**src/rtl/iob_pkg.sv**
```systemverilog
// Shared types for the posted IO write queue: entry layout, master FSM states
// and the width helper for occupancy counters.
package iob_pkg;

    localparam int IOB_DEPTH = 4;
    localparam int IOB_AW    = 23;
    localparam int IOB_DW    = 16;

    typedef struct packed {
        logic [IOB_AW-1:0] addr;
        logic [IOB_DW-1:0] data;
        logic              u;
        logic              l;
    } iob_entry_t;

    typedef enum logic [1:0] {IDLE, REQ, WAIT, DONE} iob_state_e;

    // Counter width able to hold 0..depth inclusive.
    function automatic int lvl_w(input int depth);
        return $clog2(depth + 1);
    endfunction

endpackage

```
**src/rtl/iob_post_fifo.sv**
```systemverilog
// Circular buffer of posted IO writes; the parent never pushes when full nor
// pops when empty, so no overflow guarding is done here.
module iob_post_fifo import iob_pkg::*; #(
    parameter int DEPTH = 4,
    parameter int W     = 8
) (
    input  logic                      clk_i,
    input  logic                      rst_ni,
    input  logic                      push_i,
    input  logic [W-1:0]              wdata_i,
    input  logic                      pop_i,
    output logic [W-1:0]              rdata_o,
    output logic [lvl_w(DEPTH)-1:0]   level_o,
    output logic                      full_o,
    output logic                      empty_o
);
    localparam int PW = $clog2(DEPTH);
    localparam int LW = lvl_w(DEPTH);

    logic [W-1:0]  mem_q [DEPTH];
    logic [PW-1:0] wptr_q, rptr_q;
    logic [LW-1:0] level_q;

    // DEPTH is a power of two, so pointer overflow is the modulo wrap.
    always_ff @(posedge clk_i or negedge rst_ni) begin
        if (!rst_ni) begin
            wptr_q  <= '0;
            rptr_q  <= '0;
            level_q <= '0;
        end else begin
            if (push_i) wptr_q <= wptr_q + PW'(1);
            if (pop_i)  rptr_q <= rptr_q + PW'(1);
            if (push_i && !pop_i)      level_q <= level_q + LW'(1);
            else if (pop_i && !push_i) level_q <= level_q - LW'(1);
        end
    end

    always_ff @(posedge clk_i) begin
        if (push_i) mem_q[wptr_q] <= wdata_i;
    end

    assign rdata_o = mem_q[rptr_q];
    assign level_o = level_q;
    assign full_o  = (level_q == LW'(DEPTH));
    assign empty_o = (level_q == '0);

endmodule

```
**src/rtl/iob_post_queue.sv**
```systemverilog
// Posted IO write queue between FSB decode and the IOB master: buffers postable
// writes and orders non-posted cycles strictly behind them.
module iob_post_queue import iob_pkg::*; #(
    parameter int DEPTH = IOB_DEPTH,
    parameter int AW    = IOB_AW,
    parameter int DW    = IOB_DW
) (
    input  logic                     FCLK,
    input  logic                     nRESin,
    input  logic                     BACT,
    input  logic                     IOCS,
    input  logic                     IOPWCS,
    input  logic                     nWE,
    input  logic                     nUDS,
    input  logic                     nLDS,
    input  logic [AW-1:0]            A,
    input  logic [DW-1:0]            D,
    output logic                     IOPWReady,
    output logic                     IONPReady,
    output logic                     BERRout,
    output logic                     IORDREQ,
    output logic                     IOWRREQ,
    output logic [AW-1:0]            IOA,
    output logic [DW-1:0]            IOD,
    output logic                     IOU,
    output logic                     IOL,
    input  logic                     IOACT,
    input  logic                     IODONE,
    input  logic                     IOBERR,
    output logic [lvl_w(DEPTH)-1:0]  Level,
    output logic                     Full,
    output logic                     Empty,
    output logic                     PWErr
);
    iob_state_e state_q, state_d;
    iob_entry_t wentry, head;
    logic       push, pop, np_req;
    logic       taken_q, np_q, rd_q, err_q, pwerr_q;
    logic [AW-1:0] ioa_q;
    logic [DW-1:0] iod_q;
    logic          iou_q, iol_q;

    assign np_req = BACT & IOCS & ~(IOPWCS & ~nWE);
    // Taken blocks a second push from the same FSB cycle while BACT stays high.
    assign push   = BACT & IOCS & IOPWCS & ~nWE & ~Full & ~taken_q;
    assign pop    = (state_q == WAIT) & IODONE & ~np_q;
    assign wentry = '{addr: A, data: D, u: ~nUDS, l: ~nLDS};

    iob_post_fifo #(.DEPTH(DEPTH), .W($bits(iob_entry_t))) u_fifo (
        .clk_i   (FCLK),
        .rst_ni  (nRESin),
        .push_i  (push),
        .wdata_i (wentry),
        .pop_i   (pop),
        .rdata_o (head),
        .level_o (Level),
        .full_o  (Full),
        .empty_o (Empty)
    );

    always_ff @(posedge FCLK or negedge nRESin) begin
        if (!nRESin) state_q <= IDLE;
        else         state_q <= state_d;
    end

    always_comb begin
        state_d = state_q;
        case (state_q)
            IDLE: if (!Empty || np_req) state_d = REQ;
            REQ:  if (IOACT)            state_d = WAIT;
            WAIT: if (IODONE)           state_d = DONE;
            DONE: if (!np_q || !BACT)   state_d = IDLE;
            default:                    state_d = IDLE;
        endcase
    end

    always_comb begin
        IORDREQ   = (state_q == REQ) & rd_q;
        IOWRREQ   = (state_q == REQ) & ~rd_q;
        IONPReady = (state_q == DONE) & np_q & ~err_q;
        BERRout   = (state_q == DONE) & np_q & err_q;
    end

    // Request latch and completion status; queue entries win over a pending
    // non-posted cycle because the IDLE branch tests Empty first.
    always_ff @(posedge FCLK or negedge nRESin) begin
        if (!nRESin) begin
            taken_q <= 1'b0;
            np_q    <= 1'b0;
            rd_q    <= 1'b0;
            err_q   <= 1'b0;
            pwerr_q <= 1'b0;
            ioa_q   <= '0;
            iod_q   <= '0;
            iou_q   <= 1'b0;
            iol_q   <= 1'b0;
        end else begin
            if (push)       taken_q <= 1'b1;
            else if (!BACT) taken_q <= 1'b0;

            if (state_q == IDLE) begin
                if (!Empty) begin
                    ioa_q <= head.addr;
                    iod_q <= head.data;
                    iou_q <= head.u;
                    iol_q <= head.l;
                    np_q  <= 1'b0;
                    rd_q  <= 1'b0;
                end else if (np_req) begin
                    ioa_q <= A;
                    iod_q <= D;
                    iou_q <= ~nUDS;
                    iol_q <= ~nLDS;
                    np_q  <= 1'b1;
                    rd_q  <= nWE;
                end
            end

            if (state_q == WAIT && IODONE) begin
                err_q <= IOBERR;
                if (!np_q && IOBERR) pwerr_q <= 1'b1;
            end
        end
    end

    assign IOPWReady = taken_q;
    assign IOA       = ioa_q;
    assign IOD       = iod_q;
    assign IOU       = iou_q;
    assign IOL       = iol_q;
    assign PWErr     = pwerr_q;

endmodule

```
**config.mk**
```make
export PLATFORM = sky130hd
export DESIGN_NAME = iob_post_queue
export DESIGN_NICKNAME = d
export VERILOG_FILES = /design/src/rtl/iob_pkg.sv /design/src/rtl/iob_post_fifo.sv /design/src/rtl/iob_post_queue.sv
export SDC_FILE = /design/constraint.sdc
export NUM_CORES = 1
export LEC_CHECK = 0
export BUFFER_PORTS_ARGS = -buffer_cell sky130_fd_sc_hd__buf_2
export CORE_MARGIN = 8
export CORE_UTILIZATION = 50
export DETAILED_ROUTE_END_ITERATION = 6
export PLACE_DENSITY = 0.66
export SETUP_SLACK_MARGIN = 0.2
export SYNTH_ARGS = -nofsm -noshare
export SYNTH_HDL_FRONTEND = slang
export SYNTH_SLANG_ARGS = --single-unit
```
**constraint.sdc**
```tcl
create_clock -name FCLK -period 3.7 [get_ports FCLK]
set_clock_uncertainty 0.1 [all_clocks]
set_input_delay 0.37 -clock FCLK [delete_from_list [all_inputs] [get_ports FCLK]]
set_output_delay 0.37 -clock FCLK [all_outputs]
set_load 0.005 [all_outputs]
```
==> results of run 1 <==
[sequential cells by signal (all words and copies together) (netlist names), 2 cells and up]
register	count
u_fifo.mem_q	164
IOA	23
IOD	16
u_fifo.level_o	3
state_q	2
u_fifo.rptr_q	2
u_fifo.wptr_q	2
[per-layer routing]
layer / up-vias / global-route usage (%)
met4: 0 / 4.64
met1: 2428 / 21.9
met2: 135 / 30.9
met3: 34 / 4.00
met5: - / 0
li1: 2067 / -
[how the worst max path moves through the flow]
stage	startpoint	endpoint	slack [ns]
floorplan	u_fifo.level_o[2]	u_fifo.mem_q[0][0]	1.0
global placement	state_q[0]	IOA[8]	1.09
detailed placement	state_q[0]	IOD[6]	1.02
CTS	state_q[0]	IOD[12]	1.00
global route	state_q[0]	IOA[8]	0.91
finish	state_q[0]	IOD[12]	1.02
[stage by stage]
stage	util [%]	total power, mW	std cells	instance area [µm²]	hold WS [ns]
after floorplan	-	4.73	436	8640	-0.0256
after global placement	55.0	5.41	745	9410	0.337
after detailed placement	55.0	5.49	745	9410	0.340
after CTS	61.0	7.67	818	10400	0.000268
after global routing	61.0	7.94	818	10400	0.0117
final	61.0	7.56	818	10400	0.00832
[power groups by stage]
| stage | Sequential (mW) | Clock (mW) | Combinational [mW] |
|---|---|---|---|
| 6_report | 3.48 | 2.14 | 1.95 |
| 5_1_grt | 3.54 | 2.28 | 2.11 |
| 4_1_cts | 3.49 | 2.19 | 1.99 |
| 3_5_place_dp | 3.53 | 0 | 1.96 |
| 3_3_place_gp | 3.52 | 0 | 1.88 |
| 2_1_floorplan | 3.23 | 0 | 1.50 |
[worst max-delay path: cells and delay by family (launching register included)]
kind,cells,cell delay (ns)
flip-flops,1,0.41
buffers and inverters,2,0.51
AO/OA/AOI/OAI,2,1.00
adder cells (fa/ha/maj),1,0.57
[final cells by class]
class	count	area share (%)
Tap cell	225	2.70
Clock inverter	6	0.252
Inverter	12	0.431
Clock buffer	35	6.54
Multi-Input combinational cell	178	20.6
Sequential cell	219	60.4
Timing Repair Buffer	143	9.11
[kinds of logic (layout without fill, tap and decap cells)]
kind of cell | count (synthesis) | count (layout) | synth area share [%]
mux | 44 | 44 | 11.1
simple gates | 67 | 67 | 5.26
compound gates | 51 | 51 | 6.13
buf+inv | 39 | 196 | 2.43
fa+ha+maj | 10 | 10 | 1.54
flops | 219 | 219 | 73.0
xor+xnor | 6 | 6 | 0.609
[what timing repair did]
action | in CTS | in global routing
hold buffers | 32 | 0
endpoints found under the hold margin | 145 | 0
resized for setup | 0 | 0
[placed cells by master, fill, tap and decap left out, drive strengths merged]
master and count:
nand3 5, o221ai 1, a21oi 2, o32a 1
nand2b 1, and2 4, mux4 41, nor4 1
buf 111, dlygate4sd3 32, inv 12, mux2 3
a21o 2, clkinv 6, a31oi 1, xnor2 3
fa 1, xor2 3, a21boi 1, clkbuf 35
nand3b 39, or3 1, nor2 6, o221a 41
ha 9, nand2 6, dfrtp 55, nor3b 1
edfxtp 164, o21ai 2, nor2b 1, nor3 1
and3 1
==> impl_metrics.env, run 1 <==
export IMPL_cpPeakStageDelay_ns=0.76
export IMPL_met1_length_mm=7.82
export IMPL_first_pass_iters=4
export IMPL_finalSetupViolCount=0
export IMPL_min_period_over_period_pct=72.3
export IMPL_seq_area_frac_synth_pct=73.0
export IMPL_routedWlPerCell_um=23.2
export IMPL_syn_nets=496
export IMPL_worst_ep_required_time_ns=4.03
export IMPL_seqPwrFrac_pct=46.0
export IMPL_hp_class="input pin to flip-flop"
export IMPL_dp_hpwl_mm=11.1
export IMPL_cts_tree="yes"
export IMPL_post_cts_setup_buffers=0
export IMPL_critical_path_max_fanout=25
export IMPL_finalNetCount=637
export IMPL_power_frac_clock_pct=28.3
export IMPL_vias_per_cell=5.70
export IMPL_status="finished clean"
export IMPL_num_antenna_cells=0
export IMPL_hold_path_cell_count=1
export IMPL_drive_gt1_share_pct=40.1
export IMPL_worst_slack_ns=1.02
export IMPL_grt_overflow=0
export IMPL_area_delta_synth_final_pct=20.9
export IMPL_power_switching_mw=2.17
export IMPL_multi_input_area_um2=2150
export IMPL_fp_row_count=48
export IMPL_drt_total_wl_mm=19.0
export IMPL_start_util_pct=50.5
export IMPL_clock_sinks=219
export IMPL_slew_headroom_pct=18.5
export IMPL_internal_power_mw=5.39
export IMPL_end_kind="flip-flop"
export IMPL_synthTopCellsByArea="edfxtp_1 (57%), dfrtp_1 (16%), mux4_2 (11%)"
export IMPL_leakage_nw=3.69
export IMPL_wl_met3_mm=1.15
export IMPL_whs_endpoint="u_fifo.mem_q[3][23]"
export IMPL_die_area_um2=21700
export IMPL_hold_start="A[5]"
export IMPL_io_buffers=101
export IMPL_vias=4664
export IMPL_grt_max_degree=44
export IMPL_p_sw_share_pct=28.7
export IMPL_critical_path_class="flip-flop to flip-flop"
export IMPL_rsz0062_at_grt="no"
export IMPL_ant_nets=0
export IMPL_async_reset_ff_share_pct=25.1
export IMPL_first_iter_violations=291
export IMPL_crit_arrival_ns=3.01
export IMPL_grt_antenna_before_repair=0
export IMPL_max_cap_violations=0
export IMPL_ys_seq_elements=219
export IMPL_die_y_um=147
export IMPL_syn_avg_cell_area_um2=19.8
export IMPL_r2r_end="IOD[12]"
export IMPL_syn_area_um2=8640
export IMPL_cts_path_max_buffers=3
export IMPL_slew_violations=0
export IMPL_die_x_um=147
export IMPL_drcViolationCount=0
export IMPL_cpMaxStageDelayCell="a21boi_4"
export IMPL_r2r_start="state_q[0]"
export IMPL_comb_power_share_pct=25.7
export IMPL_power_density_nw_per_um2=724
export IMPL_ys_warn_count=0
export IMPL_worst_pin_slew_ns=1.22
export IMPL_crit_chain="inv_1 > ha_2 > a21boi_4 > buf_4 > o221a_2"
export IMPL_gp_congestion=0.797
export IMPL_max_freq_mhz=374
export IMPL_fill_cells=1296
export IMPL_synthDistinctLibCells=35
export IMPL_synth_edf_count=164
export IMPL_cts_buffers=23
export IMPL_cp_start_kind="flip-flop"
export IMPL_r2r_slack_ns=1.02
export IMPL_root_buffer="clkbuf_16"
export IMPL_highest_layer="met4"
export IMPL_setup_tns_ns=0
export IMPL_finalHoldViolations=0
export IMPL_cts_max_level=1
export IMPL_clock_latency_ns=0.50
export IMPL_path_clk_slew_ns=0.06
export IMPL_peakVddDrop_v=0.000511
export IMPL_grt_pass1_vias=5242
export IMPL_syn_instance_count=436
export IMPL_dr_wl_met2_mm=9.62
export IMPL_finalCriticalPeriod_ns=2.68
export IMPL_ios=102
export IMPL_synth_most_common_cell="edfxtp_1"
export IMPL_regArea_um2=6310
export IMPL_dp_slack_ns=1.02
export IMPL_synth_top_area_share_pct=57.0
export IMPL_ys_flop_type="edfxtp_1"
export IMPL_grt_pass1_wl_mm=29.9
export IMPL_r2r_cells=5
export IMPL_yosysTopAreaCell="edfxtp_1"
export IMPL_synthTopCellsByCount="edfxtp_1 (164), dfrtp_1 (55), mux4_2 (41), o221a_2 (41), nand3b_1 (39)"
export IMPL_track_usage_pct=17.7
export IMPL_core_area_um2=17100
No activity file was read; power rests on OpenSTA's default activity.
==> run 2, diff against run 1 <==
--- a/config.mk
+++ b/config.mk
@@ -9,7 +9,7 @@
 export CORE_MARGIN = 8
 export CORE_UTILIZATION = 50
 export DETAILED_ROUTE_END_ITERATION = 6
-export PLACE_DENSITY = 0.66
+export PLACE_DENSITY = 0.69
 export SETUP_SLACK_MARGIN = 0.2
 export SYNTH_ARGS = -nofsm -noshare
 export SYNTH_HDL_FRONTEND = slang
==> constraint.sdc (replaced) <==
create_clock -name FCLK -period 2.45 [get_ports FCLK]
set_clock_uncertainty 0.1 [all_clocks]
set_input_delay 0.245 -clock FCLK [delete_from_list [all_inputs] [get_ports FCLK]]
set_output_delay 0.245 -clock FCLK [all_outputs]
set_load 0.005 [all_outputs]
==> impl_metrics.env, run 2 (synthesis gave the netlist of run 1 again) <==
export IMPL_fin_cells=852
export IMPL_setup_tns_ns=0
export IMPL_finalSetupViolCount=0
export IMPL_hp_class="input pin to flip-flop"
export IMPL_critical_path_max_fanout=5
export IMPL_first_iter_violations=328
export IMPL_layout_common_cells="edfxtp_1 (164), buf_2 (101), dfrtp_1 (53), dlygate4sd3_1 (45)"
export IMPL_internal_power_mw=8.73
export IMPL_r2r_cells=8
export IMPL_rsz0062_at_grt="no"
export IMPL_max_freq_mhz=470
export IMPL_routedWlPerCell_um=22.4
export IMPL_max_cap_violations=0
export IMPL_drt_total_wl_mm=19.1
export IMPL_multi_input_area_um2=2160
export IMPL_finalCriticalPeriod_ns=2.13
export IMPL_critPathLaunch="u_fifo.level_o[0]"
export IMPL_power_switching_mw=3.40
export IMPL_peakVddDrop_v=0.000745
export IMPL_die_y_um=147
export IMPL_power_frac_clock_pct=30.4
export IMPL_grt_max_degree=35
export IMPL_first_pass_iters=5
export IMPL_seqPwrFrac_pct=40.4
export IMPL_dp_slack_ns=0.281
export IMPL_r2r_end="u_fifo.level_o[2]"
export IMPL_critical_path_class="flip-flop to flip-flop"
export IMPL_end_kind="flip-flop"
export IMPL_leakage_nw=3.90
export IMPL_cp_start_kind="flip-flop"
export IMPL_regArea_um2=6310
export IMPL_cts_path_max_buffers=3
export IMPL_clock_sinks=219
export IMPL_path_clk_slew_ns=0.06
export IMPL_cts_tree="yes"
export IMPL_r2r_start="u_fifo.level_o[0]"
export IMPL_worst_pin_slew_ns=0.672
export IMPL_clock_latency_ns=0.50
export IMPL_grt_overflow=0
export IMPL_worst_ep_required_time_ns=2.77
export IMPL_core_area_um2=17100
export IMPL_finalHoldViolations=0
export IMPL_cts_resized=0
export IMPL_comb_power_share_pct=29.1
export IMPL_ios=102
export IMPL_track_usage_pct=17.6
export IMPL_crit_arrival_ns=2.45
export IMPL_worst_slack_ns=0.321
export IMPL_grt_pass1_vias=5342
export IMPL_p_sw_share_pct=28.0
export IMPL_hold_start="IODONE"
export IMPL_io_buffers=101
export IMPL_largest_register_ffs=164
export IMPL_status="finished clean"
export IMPL_area_delta_synth_final_pct=25.9
export IMPL_slew_violations=0
export IMPL_hold_path_cell_count=3
export IMPL_grt_antenna_before_repair=0
export IMPL_num_antenna_cells=0
export IMPL_fill_cells=1221
export IMPL_root_buffer="clkbuf_16"
export IMPL_gp_congestion=0.749
export IMPL_die_area_um2=21700
export IMPL_die_x_um=147
export IMPL_ant_nets=0
export IMPL_final_common_cell="edfxtp_1"
export IMPL_min_period_over_period_pct=86.9
export IMPL_r2r_slack_ns=0.32
export IMPL_dp_hpwl_mm=11.6
export IMPL_slew_headroom_pct=55.2
export IMPL_whs_endpoint="err_q"
export IMPL_placed_cells=761
export IMPL_grt_pass1_wl_mm=30.1
export IMPL_start_util_pct=50.5
export IMPL_cts_buffers=24
export IMPL_drive_gt1_share_pct=41.6
export IMPL_fp_row_count=48
export IMPL_vias_per_cell=5.61
export IMPL_finalNetCount=669
export IMPL_vias=4779
export IMPL_drcViolationCount=0
export IMPL_top_register="u_fifo.mem_q"
export IMPL_cts_max_level=1
export IMPL_power_density_nw_per_um2=1110
## run 2: cell count changes in the layout (fill, tap and decap cells not counted), sizes merged
cell         delta
buf            +18
bufinv          +4
clkbuf          -3
clkinvlp        +1
dlygate4sd3    +13
inv             +1
## run 2: timing repair
item / 4_1_cts / 5_1_grt
hold buffers: 45 / 0
setup endpoints to repair: 0 / 1
setup buffers: 0 / 2
endpoints found under the hold margin: 191 / 0
## run 2: worst max-delay path by stage
stage                         to  slack, ns  depth (start not counted)
6_report       u_fifo.level_o[2]       0.32                          8
2_1_floorplan  u_fifo.level_o[2]       0.32                          8
5_1_grt        u_fifo.level_o[2]       0.20                         11
3_3_place_gp   u_fifo.level_o[2]       0.39                          9
3_5_place_dp   u_fifo.level_o[2]       0.28                          9
4_1_cts        u_fifo.level_o[2]       0.26                         10
## run 2: final cells by class
type,count,share of cell area (%)
Sequential cell,219,58.0
Multi-Input combinational cell,178,19.9
Timing Repair Buffer,174,11.5
Clock buffer,32,6.08
Tap cell,225,2.59
Clock inverter,12,1.53
Inverter,12,0.414
## run 2: routing by layer
layer,GRT usage [%],vias up,share of wire [%]
met2,30.6,134,51
met1,22.3,2487,42
met4,3.77,0,1.4
met3,4.07,26,6.1
met5,0,-,0
li1,-,2132,-
## run 2: through the flow
| stage | power, mW | hold slack (ns) | cell area (µm²) | util (%) |
|---|---|---|---|---|
| finish | 12.1 | 0.0157 | 10900 | 63.6 |
| CTS | 12.3 | 0.00326 | 10900 | 63.5 |
| global route | 12.7 | 0.0275 | 10900 | 63.6 |
| detailed placement | 8.49 | 0.223 | 9580 | 56.0 |
| global placement | 8.38 | 0.220 | 9580 | 56.0 |
| floorplan | 7.16 | -0.151 | 8660 | - |
## run 2: power by group through the flow
stage | combinational (mW) | sequential (mW) | clock, mW
2_1_floorplan | 2.28 | 4.88 | 0
3_3_place_gp | 3.41 | 4.97 | 0
3_5_place_dp | 3.51 | 4.98 | 0
4_1_cts | 3.59 | 4.92 | 3.76
5_1_grt | 3.83 | 4.98 | 3.90
6_report | 3.53 | 4.91 | 3.69
## run 2: critical path, cell delays in order (launching register included)
cell and delay (ns):
dfrtp_1 0.46, nor3b_2 0.11, nor4_4 0.30, ha_2 0.23, inv_1 0.05, fa_1 0.37, xor2_1 0.16, nor2_1 0.11
xor2_1 0.17
==> run 3, diff against run 2 <==
--- a/config.mk
+++ b/config.mk
@@ -7,9 +7,9 @@
 export LEC_CHECK = 0
 export BUFFER_PORTS_ARGS = -buffer_cell sky130_fd_sc_hd__buf_2
 export CORE_MARGIN = 8
-export CORE_UTILIZATION = 50
+export CORE_UTILIZATION = 35
 export DETAILED_ROUTE_END_ITERATION = 6
-export PLACE_DENSITY = 0.69
+export PLACE_DENSITY = 0.5
 export SETUP_SLACK_MARGIN = 0.2
 export SYNTH_ARGS = -nofsm -noshare
 export SYNTH_HDL_FRONTEND = slang
==> impl_metrics.env, run 3 (synthesis gave the netlist of run 1 again) <==
export IMPL_max_cap_violations=0
export IMPL_worst_ep_required_time_ns=2.78
export IMPL_setup_tns_ns=0
export IMPL_drt_total_wl_mm=19.9
export IMPL_crit_arrival_ns=2.46
export IMPL_drive_gt1_share_pct=42.7
export IMPL_routedWlPerCell_um=21.0
export IMPL_cp_start_kind="flip-flop"
export IMPL_slew_violations=0
export IMPL_top_register="u_fifo.mem_q"
export IMPL_area_delta_synth_final_pct=27.8
export IMPL_cpMaxStageDelayCell="dfrtp_1"
export IMPL_max_freq_mhz=469
export IMPL_clock_latency_ns=0.50
export IMPL_finalHoldViolations=0
export IMPL_fill_cells=2123
export IMPL_rsz0062_at_grt="no"
export IMPL_drcViolationCount=0
export IMPL_gp_congestion=0.712
export IMPL_cts_buffers=25
export IMPL_dp_hpwl_mm=11.8
export IMPL_grt_pass1_vias=5337
export IMPL_final_common_cell="edfxtp_1"
export IMPL_die_area_um2=30000
export IMPL_grt_overflow=0
export IMPL_cts_tree="yes"
export IMPL_postLayoutCoreUtil_pct=45.5
export IMPL_die_y_um=173
export IMPL_end_kind="flip-flop"
export IMPL_layout_common_cells="edfxtp_1 (164), buf_2 (100), dfrtp_1 (52), dlygate4sd3_1 (46)"
export IMPL_crit_chain="nor3b_4 > nor4_4 > ha_2 > inv_1 > fa_1 > xor2_1 > nor2_1 > xor2_1"
export IMPL_root_buffer="clkbuf_16"
export IMPL_finalCriticalPeriod_ns=2.13
export IMPL_critPathLaunch="u_fifo.level_o[2]"
export IMPL_first_pass_iters=4
export IMPL_vias=4708
export IMPL_critical_path_class="flip-flop to flip-flop"
export IMPL_first_iter_violations=252
export IMPL_cts_max_level=1
export IMPL_grt_pass1_wl_mm=31.4
export IMPL_path_clk_slew_ns=0.06
export IMPL_leakage_nw=3.90
export IMPL_largest_register_ffs=164
export IMPL_cpPeakStageDelay_ns=0.40
export IMPL_core_area_um2=24200
export IMPL_path_buf_inv=1
export IMPL_r2r_slack_ns=0.32
export IMPL_min_period_over_period_pct=87.0
export IMPL_crit_path_frequent_cell="xor2_1"
export IMPL_track_usage_pct=13.3
export IMPL_grt_antenna_before_repair=1
export IMPL_peakVddDrop_v=0.000492
export IMPL_critical_path_max_fanout=3
export IMPL_cts_path_max_buffers=3
export IMPL_finalNetCount=667
export IMPL_hp_class="input pin to flip-flop"
export IMPL_status="finished clean"
export IMPL_ant_nets=0
export IMPL_worst_pin_slew_ns=0.813
export IMPL_fp_row_count=57
export IMPL_clock_sinks=219
export IMPL_power_density_nw_per_um2=1100
export IMPL_io_buffers=101
export IMPL_r2r_start="u_fifo.level_o[2]"
export IMPL_start_util_pct=35.6
export IMPL_die_x_um=173
export IMPL_grt_max_degree=56
export IMPL_finalSetupViolCount=0
export IMPL_critical_path_top_delay_family="adder cells"
export IMPL_ios=102
export IMPL_hold_start="IOACT"
export IMPL_vias_per_cell=4.96
export IMPL_slew_headroom_pct=45.8
-- run 3: cell types whose count changed in the layout (fill, tap and decap cells not counted), moves of 3 or more --
cell,before,now
clkbuf_1,6,3
buf_12,7,10
clkinv_1,5,2
clkinv_2,0,7
buf_4,21,15
-- run 3: area by class of cell --
class | instances | area (µm²) | area share (%)
multi-input cells | 178 | 2170 | 19.7
inverters | 12 | 45.0 | 0.408
diodes | 1 | 2.50 | 0.0227
repair buffers | 171 | 1270 | 11.5
flip-flops and latches | 219 | 6310 | 57.1
clock inverters | 17 | 195 | 1.77
well taps | 324 | 405 | 3.67
clock buffers | 28 | 637 | 5.77
-- run 3: power breakdown --
group | switching [mW] | internal (mW) | total [mW]
sequential | 0.351 | 4.53 | 4.88
clock | 1.43 | 2.29 | 3.73
combinational | 1.66 | 1.87 | 3.54
total | 3.45 | 8.70 | 12.2
-- run 3: worst min-delay path: cells and delay by family --
family	cells	cell delay (ns)
buffers and inverters	1	0.10
AOI/OAI and AO/OA	2	0.40
-- run 3: stage by stage --
stage	instances	power [mW]	setup WS, ns	hold slack (ns)	instance area, µm²
5_1_grt	950	12.8	0.201	0.203	11000
2_1_floorplan	436	7.16	0.322	-0.151	8660
3_3_place_gp	853	8.41	0.342	0.297	9700
4_1_cts	944	12.3	0.275	0.146	11000
6_report	950	12.2	0.319	0.174	11000
3_5_place_dp	853	8.47	0.289	0.308	9700
-- run 3: routing by layer --
layer	track usage [%]	wire length (µm)	vias up
met5	0	0	-
met4	3.52	340	0
met3	2.64	783	24
met2	23.6	10400	95
met1	16.2	8380	2460
li1	-	-	2129
-- run 3: repair_timing --
item                                    in CTS  in global routing
buffers inserted                             0                  5
hold buffers                                46                  0
endpoints found under the hold margin      225                  0
resized for setup                            0                  4
endpoints found under the setup margin       0                  2
-- run 3: final timing paths --
check | end | cells past startpoint
min in group asynchronous | IOA[18] | 2
min | state_q[0] | 3
max in group asynchronous | u_fifo.rptr_q[0] | 2
max reg2reg | u_fifo.level_o[2] | 8
min reg2reg | PWErr | 1
max | u_fifo.level_o[2] | 8
